==> src/rtl/zstd_frame_header_parser_if.sv <==
// rtl/zstd_frame_header_parser_if.sv - stream-in / header-record-out bundle for the frame header parser
// Optional feature macro: ZSTD_HDR_WINDOW_SIZE_EN (adds window_size)
interface zstd_frame_header_parser_if #(
  parameter int IN_BYTES = 2
);
  logic                  in_valid;
  logic                  in_ready;
  logic [8*IN_BYTES-1:0] in_data;
  logic                  hdr_valid;
  logic                  hdr_ready;
  logic [7:0]            fhd;
  logic [7:0]            window_desc;
  logic [31:0]           dict_id;
  logic [63:0]           fcs;
  logic                  single_segment;
  logic                  checksum_flag;
  logic [4:0]            header_bytes;
  logic                  skippable;
  logic [31:0]           skip_size;
  logic                  err;
  logic [1:0]            err_code;
  logic [3:0]            rem_count;
  logic [8*IN_BYTES-1:0] rem_data;
`ifdef ZSTD_HDR_WINDOW_SIZE_EN
  logic [63:0]           window_size;
`endif

  // parser side
  modport master (
    input  in_valid, in_data, hdr_ready,
    output in_ready, hdr_valid, fhd, window_desc, dict_id, fcs, single_segment,
           checksum_flag, header_bytes, skippable, skip_size, err, err_code,
           rem_count, rem_data
`ifdef ZSTD_HDR_WINDOW_SIZE_EN
           , window_size
`endif
  );

  // stream source / record consumer side
  modport slave (
    output in_valid, in_data, hdr_ready,
    input  in_ready, hdr_valid, fhd, window_desc, dict_id, fcs, single_segment,
           checksum_flag, header_bytes, skippable, skip_size, err, err_code,
           rem_count, rem_data
`ifdef ZSTD_HDR_WINDOW_SIZE_EN
           , window_size
`endif
  );
endinterface

==> src/rtl/zstd_frame_header_parser.sv <==
// rtl/zstd_frame_header_parser.sv - Zstandard frame / skippable-frame header parser
// Optional feature macro: ZSTD_HDR_WINDOW_SIZE_EN (window_size output, windowLog limit check)
module zstd_frame_header_parser #(
  parameter int IN_BYTES       = 2,
  parameter int MAX_WINDOW_LOG = 27
) (
  input  logic                       clk,
  input  logic                       reset,
  zstd_frame_header_parser_if.master bus
);
  localparam int LW = 8 * IN_BYTES;

  typedef enum logic [1:0] {COLLECT, EMIT, DRAIN_ERR} state_t;
  state_t state, state_nxt;

  // record registers double as the working copy while bytes arrive
  logic [5:0]    pos;
  logic [7:0]    r_fhd, r_wd;
  logic [31:0]   r_did, r_skip;
  logic [63:0]   r_fcs;
  logic          r_skippable, r_std_ok, r_skp_ok, r_err;
  logic [4:0]    r_hdr_len;
  logic [1:0]    r_code;
  logic [3:0]    r_rem_count;
  logic [LW-1:0] r_rem_data;

  logic accept, release_rec;

  // next values after folding in the current beat
  logic [7:0]    c_fhd, c_wd;
  logic [31:0]   c_did, c_skip;
  logic [63:0]   c_fcs;
  logic          c_skippable, c_std_ok, c_skp_ok, c_err, c_done;
  logic [4:0]    c_hdr_len;
  logic [1:0]    c_code;
  logic [3:0]    c_rem_count;
  logic [LW-1:0] c_rem_data;
  logic [5:0]    p;
  logic [4:0]    o;
  logic [7:0]    b, std_b, skp_b;

  function automatic logic [4:0] wd_len(input logic [7:0] f);
    return {4'd0, ~f[5]};
  endfunction

  function automatic logic [4:0] did_len(input logic [7:0] f);
    case (f[1:0])
      2'd0:    return 5'd0;
      2'd1:    return 5'd1;
      2'd2:    return 5'd2;
      default: return 5'd4;
    endcase
  endfunction

  function automatic logic [4:0] fcs_len(input logic [7:0] f);
    case (f[7:6])
      2'd0:    return {4'd0, f[5]};
      2'd1:    return 5'd2;
      2'd2:    return 5'd4;
      default: return 5'd8;
    endcase
  endfunction

  assign accept      = bus.in_valid && (state == COLLECT);
  assign release_rec = (state != COLLECT) && bus.hdr_ready;

  // walk the lanes of the beat in stream order; stop at the last header byte or first error
  always_comb begin
    c_fhd       = r_fhd;
    c_wd        = r_wd;
    c_did       = r_did;
    c_skip      = r_skip;
    c_fcs       = r_fcs;
    c_skippable = r_skippable;
    c_std_ok    = r_std_ok;
    c_skp_ok    = r_skp_ok;
    c_hdr_len   = r_hdr_len;
    c_err       = 1'b0;
    c_code      = 2'd0;
    c_done      = 1'b0;
    c_rem_count = 4'd0;
    c_rem_data  = '0;
    p           = '0;
    o           = '0;
    b           = '0;
    std_b       = '0;
    skp_b       = '0;
    for (int i = 0; i < IN_BYTES; i++) begin
      if (!c_done && !c_err) begin
        p = pos + 6'(i);
        b = bus.in_data[8*i +: 8];
        o = 5'(p - 6'd5);
        if (p < 6'd4) begin
          case (p[1:0])
            2'd0:    begin std_b = 8'h28; skp_b = 8'h50; end
            2'd1:    begin std_b = 8'hB5; skp_b = 8'h2A; end
            2'd2:    begin std_b = 8'h2F; skp_b = 8'h4D; end
            default: begin std_b = 8'hFD; skp_b = 8'h18; end
          endcase
          if (b != std_b) c_std_ok = 1'b0;
          if ((p == 6'd0) ? (b[7:4] != 4'h5) : (b != skp_b)) c_skp_ok = 1'b0;
          if (!c_std_ok && !c_skp_ok) begin
            c_err  = 1'b1;
            c_code = 2'd1;
          end else if (p == 6'd3 && c_skp_ok) begin
            c_skippable = 1'b1;
            c_hdr_len   = 5'd8;
          end
        end else if (c_skippable) begin
          c_skip = c_skip | ({24'd0, b} << {p[1:0], 3'b000});
        end else if (p == 6'd4) begin
          c_fhd     = b;
          c_hdr_len = 5'd5 + wd_len(b) + did_len(b) + fcs_len(b);
          if (b[3]) begin
            c_err  = 1'b1;
            c_code = 2'd2;
          end
        end else if (o < wd_len(c_fhd)) begin
          c_wd = b;
`ifdef ZSTD_HDR_WINDOW_SIZE_EN
          if (int'(b[7:3]) + 10 > MAX_WINDOW_LOG) begin
            c_err  = 1'b1;
            c_code = 2'd3;
          end
`endif
        end else if (o < wd_len(c_fhd) + did_len(c_fhd)) begin
          c_did = c_did | ({24'd0, b} << {2'(o - wd_len(c_fhd)), 3'b000});
        end else begin
          c_fcs = c_fcs | ({56'd0, b} << {3'(o - wd_len(c_fhd) - did_len(c_fhd)), 3'b000});
        end
        if (!c_err && c_hdr_len != 5'd0 && {1'b0, c_hdr_len} == p + 6'd1) begin
          c_done      = 1'b1;
          c_rem_count = 4'(IN_BYTES - 1 - i);
          c_rem_data  = bus.in_data >> (8 * (i + 1));
          // the two-byte FCS form is stored offset by 256
          if (!c_skippable && fcs_len(c_fhd) == 5'd2) c_fcs = c_fcs + 64'd256;
        end
      end
    end
  end

  // state register
  always_ff @(posedge clk) begin
    if (!reset) state <= COLLECT;
    else        state <= state_nxt;
  end

  // next state and handshake outputs
  always_comb begin
    state_nxt     = state;
    bus.in_ready  = 1'b0;
    bus.hdr_valid = 1'b0;
    case (state)
      COLLECT: begin
        bus.in_ready = 1'b1;
        if (accept) begin
          if (c_err)       state_nxt = DRAIN_ERR;
          else if (c_done) state_nxt = EMIT;
        end
      end
      EMIT, DRAIN_ERR: begin
        bus.hdr_valid = 1'b1;
        if (bus.hdr_ready) state_nxt = COLLECT;
      end
      default: state_nxt = COLLECT;
    endcase
  end

  // record / position registers; cleared on reset and when a record is released
  always_ff @(posedge clk) begin
    if (!reset || release_rec) begin
      pos         <= '0;
      r_fhd       <= '0;
      r_wd        <= '0;
      r_did       <= '0;
      r_skip      <= '0;
      r_fcs       <= '0;
      r_skippable <= 1'b0;
      r_std_ok    <= 1'b1;
      r_skp_ok    <= 1'b1;
      r_hdr_len   <= '0;
      r_err       <= 1'b0;
      r_code      <= '0;
      r_rem_count <= '0;
      r_rem_data  <= '0;
    end else if (accept) begin
      pos         <= pos + 6'(IN_BYTES);
      r_fhd       <= c_fhd;
      r_wd        <= c_wd;
      r_did       <= c_did;
      r_skip      <= c_skip;
      r_fcs       <= c_fcs;
      r_skippable <= c_skippable;
      r_std_ok    <= c_std_ok;
      r_skp_ok    <= c_skp_ok;
      r_hdr_len   <= c_hdr_len;
      r_err       <= c_err;
      r_code      <= c_code;
      r_rem_count <= c_rem_count;
      r_rem_data  <= c_rem_data;
    end
  end

  assign bus.fhd            = r_fhd;
  assign bus.window_desc    = r_wd;
  assign bus.dict_id        = r_did;
  assign bus.fcs            = r_fcs;
  assign bus.single_segment = r_fhd[5];
  assign bus.checksum_flag  = r_fhd[2];
  assign bus.header_bytes   = r_hdr_len;
  assign bus.skippable      = r_skippable;
  assign bus.skip_size      = r_skip;
  assign bus.err            = r_err;
  assign bus.err_code       = r_code;
  assign bus.rem_count      = r_rem_count;
  assign bus.rem_data       = r_rem_data;

`ifdef ZSTD_HDR_WINDOW_SIZE_EN
  logic [63:0] ws_base;
  assign ws_base         = 64'd1 << (6'd10 + {1'b0, r_wd[7:3]});
  assign bus.window_size = (state == COLLECT) ? 64'd0 :
                           r_fhd[5] ? r_fcs : ws_base + (ws_base >> 3) * {61'd0, r_wd[2:0]};
`else
  logic unused_cfg;
  assign unused_cfg = (MAX_WINDOW_LOG > 0);
`endif
endmodule

==> src/flat_wrapper.sv <==
// flat-port wrapper written by rule: the top's interface ports become plain ports
module zstd_frame_header_parser_flat 
#(
  parameter int IN_BYTES       = 2,
  parameter int MAX_WINDOW_LOG = 27
)
  (clk, reset, bus_in_valid, bus_in_data, bus_hdr_ready, bus_in_ready, bus_hdr_valid, bus_fhd, bus_window_desc, bus_dict_id, bus_fcs, bus_single_segment, bus_checksum_flag, bus_header_bytes, bus_skippable, bus_skip_size, bus_err, bus_err_code, bus_rem_count, bus_rem_data);
  zstd_frame_header_parser_if #(.IN_BYTES(IN_BYTES)) bus_i ();
  input  logic clk;
  input  logic reset;
  input wire logic [$bits(bus_i.in_valid)-1:0] bus_in_valid;
  input wire logic [$bits(bus_i.in_data)-1:0] bus_in_data;
  input wire logic [$bits(bus_i.hdr_ready)-1:0] bus_hdr_ready;
  output wire logic [$bits(bus_i.in_ready)-1:0] bus_in_ready;
  output wire logic [$bits(bus_i.hdr_valid)-1:0] bus_hdr_valid;
  output wire logic [$bits(bus_i.fhd)-1:0] bus_fhd;
  output wire logic [$bits(bus_i.window_desc)-1:0] bus_window_desc;
  output wire logic [$bits(bus_i.dict_id)-1:0] bus_dict_id;
  output wire logic [$bits(bus_i.fcs)-1:0] bus_fcs;
  output wire logic [$bits(bus_i.single_segment)-1:0] bus_single_segment;
  output wire logic [$bits(bus_i.checksum_flag)-1:0] bus_checksum_flag;
  output wire logic [$bits(bus_i.header_bytes)-1:0] bus_header_bytes;
  output wire logic [$bits(bus_i.skippable)-1:0] bus_skippable;
  output wire logic [$bits(bus_i.skip_size)-1:0] bus_skip_size;
  output wire logic [$bits(bus_i.err)-1:0] bus_err;
  output wire logic [$bits(bus_i.err_code)-1:0] bus_err_code;
  output wire logic [$bits(bus_i.rem_count)-1:0] bus_rem_count;
  output wire logic [$bits(bus_i.rem_data)-1:0] bus_rem_data;
  assign bus_i.in_valid = bus_in_valid;
  assign bus_i.in_data = bus_in_data;
  assign bus_i.hdr_ready = bus_hdr_ready;
  assign bus_in_ready = bus_i.in_ready;
  assign bus_hdr_valid = bus_i.hdr_valid;
  assign bus_fhd = bus_i.fhd;
  assign bus_window_desc = bus_i.window_desc;
  assign bus_dict_id = bus_i.dict_id;
  assign bus_fcs = bus_i.fcs;
  assign bus_single_segment = bus_i.single_segment;
  assign bus_checksum_flag = bus_i.checksum_flag;
  assign bus_header_bytes = bus_i.header_bytes;
  assign bus_skippable = bus_i.skippable;
  assign bus_skip_size = bus_i.skip_size;
  assign bus_err = bus_i.err;
  assign bus_err_code = bus_i.err_code;
  assign bus_rem_count = bus_i.rem_count;
  assign bus_rem_data = bus_i.rem_data;
  zstd_frame_header_parser #(.IN_BYTES(IN_BYTES), .MAX_WINDOW_LOG(MAX_WINDOW_LOG)) u_core (.clk(clk), .reset(reset), .bus(bus_i));
endmodule
==> config.mk <==
export PLATFORM = sky130hd
export DESIGN_NAME = zstd_frame_header_parser_flat
export DESIGN_NICKNAME = d
export VERILOG_FILES = /design/src/rtl/zstd_frame_header_parser_if.sv /design/src/rtl/zstd_frame_header_parser.sv /design/src/flat_wrapper.sv
export SDC_FILE = /design/constraint.sdc
export NUM_CORES = 1
export LEC_CHECK = 0
export CAP_MARGIN = 20
export CORE_ASPECT_RATIO = 0.8
export CORE_MARGIN = 2
export CORE_UTILIZATION = 55
export DETAILED_ROUTE_END_ITERATION = 8
export PLACE_DENSITY_LB_ADDON = 0.15
export SETUP_SLACK_MARGIN = 0.02
export SLEW_MARGIN = 20
export SYNTH_ARGS = -nofsm -noshare
export SYNTH_HDL_FRONTEND = slang
export SYNTH_SLANG_ARGS = --single-unit
==> constraint.sdc <==
create_clock -name clk -period 15 [get_ports clk]
set_input_delay 4.5 -clock clk [delete_from_list [all_inputs] [get_ports clk]]
set_output_delay 4.5 -clock clk [all_outputs]
set_load 0.03 [all_outputs]
==> results_dict.tcl <==
set metrics [dict create \
    status "finished, final reports clean" \
    slew_headroom_pct 21.37 \
    die_area_um2 25210 \
    pwr_density_cell_nw_per_um2 92.44 \
    rows 50 \
    clkLatencyLatePin_ns 0.46 \
    fill_cells 2050 \
    clockBufferDepth 2 \
    final_cell_count_no_fill 2209 \
    hpwl_um 37070 \
    die_w_um 177.0 \
    dr.pass1.iters 7 \
    hold_end "u_core.bus.rem_data[0]" \
    synth_area_per_cell_um2 7.375 \
    reg2reg_from "u_core.bus.fhd[5]" \
    critPathKind "in -> reg" \
    reg2reg_to "u_core.bus.fcs[61]" \
    holdWs_ns 0.4569 \
    r2r_cells 17 \
    pwr-share-seq_pct 33.7 \
    antenna_left 0 \
    grt_usage_pct 41.76 \
    rsz0062_at_grt "false" \
    antennaDiodeCount 0 \
    end_kind "register" \
    cts-resized-gates 0 \
    placed_cell_area_um2 15080 \
    die_h_um 142.4 \
    cts_tree "built" \
    ys_warn_count 0 \
    worst_ir_drop_vdd_uv 82.76 \
    finalPower_w 0.001449 \
    p_int_w 0.0008424 \
    mostFrequentLayoutCells "nor2_1, nand2_1, a21oi_1" \
    syn-instance-count 1786 \
    antenna_found_initial 0 \
    clockRootBuffer "clkbuf_16" \
    async_flop_share_pct 0 \
    regArea_um2 3423 \
    cpPeakStageDelay_ns 0.95 \
    critPathBufInv 4 \
    hold_start "u_core.bus.rem_data[0]" \
    finalCriticalPeriod_ns 11.78 \
    vias_per_cell 6.905 \
    fmax_ghz 0.08492 \
    vias 15250 \
    drt-total-wl_um 53380 \
    hold_viol_final 0 \
    cts_setup_buffers 0 \
    synth-edff-count 0 \
    route.detailed.drc 0 \
    slowest_stage "clkdlybuf4s50_1" \
    critPathLaunchType "input port" \
    grt_pass1_vias 14140 \
    setup_tns_ns 0 \
    multi_input_comb_area_um2 9056 \
    synthToLayoutAreaGrowth_pct 18.99 \
    grt_max_degree 137 \
    fin_area_um2 15670 \
    gp_congestion 1.010 \
    switching_share_pct 41.85 \
    required_ns 15.35 \
    cts_buffers 17 \
    drive_gt1_share_pct 6.484 \
    seq_area_frac_synth_pct 25.99 \
    dpl.cell_count 2177 \
    synth_flop_cell "dfxtp_1" \
    hold_depth 2 \
    grt_overflow 0 \
    critPathMaxFanout 18 \
    htreeDepth 4 \
    period_share_pct 78.51 \
    layout.nets 1955 \
    power_switching_w 0.0006063 \
    comb_power_share_pct 34.9 \
    cp.arrival_ns 12.13 \
    cts.sinks 171 \
    cts.clk_slew.worst_paths_ns 0.08 \
    final_common_cell "nor2_1" \
    initial_utilization_pct 56.14 \
    hold_class "reg -> reg" \
    tightest_slew_ns 1.177 \
    rrSetupSlack_ns 7.21 \
    finClkSkew_ns 0.01836 \
    drt-initial-drc-count 2250 \
    ys_types 86 \
    wl_per_cell_um 24.17 \
    path_cells "clkdlybuf4s50_1 > inv_1 > or3_1 > fa_1 > inv_1 > ha_1 > fa_1 > a221oi_1 > o22ai_1 > and4bb_1 > nor4b_2 > buf_4 > nor4b_1 > mux2i_1 > o2111ai_1 > nor2_1 > and3_1 > and4_1 > nand3_1 > xnor2_1 > a31o_2" \
    maxSlewViolCount 0 \
    cap_violations 0 \
    grt_pass1_wl_um 81150 \
    portBuffers 185 \
    clock_power_share_pct 31.4 \
    synth_seq_cells 171 \
    synth_area_um2 13170 \
    core-area_um2 23460 \
    leakagePower_nw 5.418 \
    crit_family "simple AND/OR/NAND/NOR gates" \
    cts_hold_buf 0 \
    io_pins 197 \
    finalSetupViolations 0 \
]
==> metal layers <==
metal / share of wire [%] / global-route usage [%]
met1: 41 / 56.55
met2: 40 / 60.05
met3: 15 / 13.19
met4: 4.9 / 19.53
met5: 0 / 0
==> sequential cells by signal, summed over array words and instances, names as in the netlist <==
signal                   cells
u_core.bus.dict_id          32
u_core.bus.err               1
u_core.bus.err_code          2
u_core.bus.fcs              64
u_core.bus.fhd               8
u_core.bus.header_bytes      5
u_core.bus.rem_count         1
u_core.bus.rem_data          8
u_core.bus.skip_size        32
u_core.bus.skippable         1
u_core.bus.window_desc       8
u_core.pos                   5
u_core.r_skp_ok              1
u_core.r_std_ok              1
u_core.state                 2
==> worst max path at each step <==
stage | startpoint | to | slack, ns | cells past startpoint
finish | bus_in_data[5] | u_core.bus.fcs[47] | 3.22 | 21
global route | bus_in_data[5] | u_core.bus.fcs[57] | 2.79 | 20
CTS | bus_in_data[5] | u_core.bus.fcs[58] | 3.42 | 20
detailed placement | bus_in_data[5] | u_core.bus.fcs[58] | 2.98 | 20
global placement | bus_in_data[5] | u_core.bus.fcs[61] | 3.23 | 21
floorplan | bus_in_data[6] | u_core.bus.fcs[54] | 4.84 | 22
==> synthesized netlist by cell type (all sizes together), types with 8 or more instances <==
library cell  count  area share [%]
clkbuf          103             2.9
inv              25            0.71
o31ai             8            0.46
nor2b            15            0.71
dfxtp           171              26
and2             25             1.2
nand2           194             5.5
a31o             22             1.5
nand4            37             1.9
a21boi           11            0.63
and4             12            0.80
ha               46             4.4
a21oi           186             7.1
xnor2            43             2.9
xor2             43             2.9
a31oi            44             2.1
buf              48             2.4
nor3b             9            0.59
a21o              9            0.51
nand2b            9            0.43
or3              21             1.0
and3             40             1.9
o21ai            72             2.7
nor4             54             2.9
a22oi            14            0.80
or4              12            0.74
nand3            64             2.4
nor3             43             1.6
mux2i            27             2.1
nor2            195             5.6
a41oi            24             1.7
a22o             42             2.8
nor4b             8            0.58
==> worst reg2reg max path, stage by stage, from the launching register on <==
cell       delay, ns
dfxtp_1         0.41
inv_1           0.15
ha_1            0.26
fa_1            0.96
o21ai_0         0.33
o2111ai_4       0.13
buf_4           0.61
a41oi_1         0.49
nor4_1          0.77
nand4_1         0.79
nor4_2          1.06
a21oi_1         0.17
o21ai_0         0.47
and4_1          0.30
nand4_1         0.22
nor4_1          0.30
xor2_1          0.18
o21ai_1         0.08
==> area by class of cell <==
class	count	share of cell area [%]
tap	312	2.491
timing repair buffer	220	13.54
multi-input combinational	1449	57.78
sequential	171	21.84
clock buffer	19	2.826
inverter	25	0.5988
clock inverter	13	0.9181
==> metrics by stage <==
step	setup slack [ns]	utilization, %
5_1_grt	2.793	66.81
3_3_place_gp	3.229	64.27
6_report	3.224	66.81
4_1_cts	3.424	66.77
2_1_floorplan	4.845	-
3_5_place_dp	2.984	64.27
==> kinds of logic after synthesis <==
kind of cell / Yosys count / synth area share, %
DFF: 171 / 25.99
xor gates and xnor gates: 86 / 5.719
and+or+nand+nor: 772 / 30.07
adders and majority gates: 51 / 5.130
AOI/OAI and AO/OA: 501 / 24.87
buffers and inverters: 176 / 6.051
other: 1 / 0.02847
muxes: 28 / 2.137
==> power by group through the flow <==
| stage | Clock, W | Combinational (W) | Sequential [W] |
|---|---|---|---|
| global placement | 0 | 0.000473 | 0.000497 |
| floorplan | 0 | 0.000303 | 0.000516 |
| detailed placement | 0 | 0.000482 | 0.000497 |
| finish | 0.000455 | 0.000506 | 0.000488 |
| CTS | 0.000456 | 0.000484 | 0.000487 |
| global route | 0.000473 | 0.000534 | 0.000489 |
(Power assumes the default switching activity.)
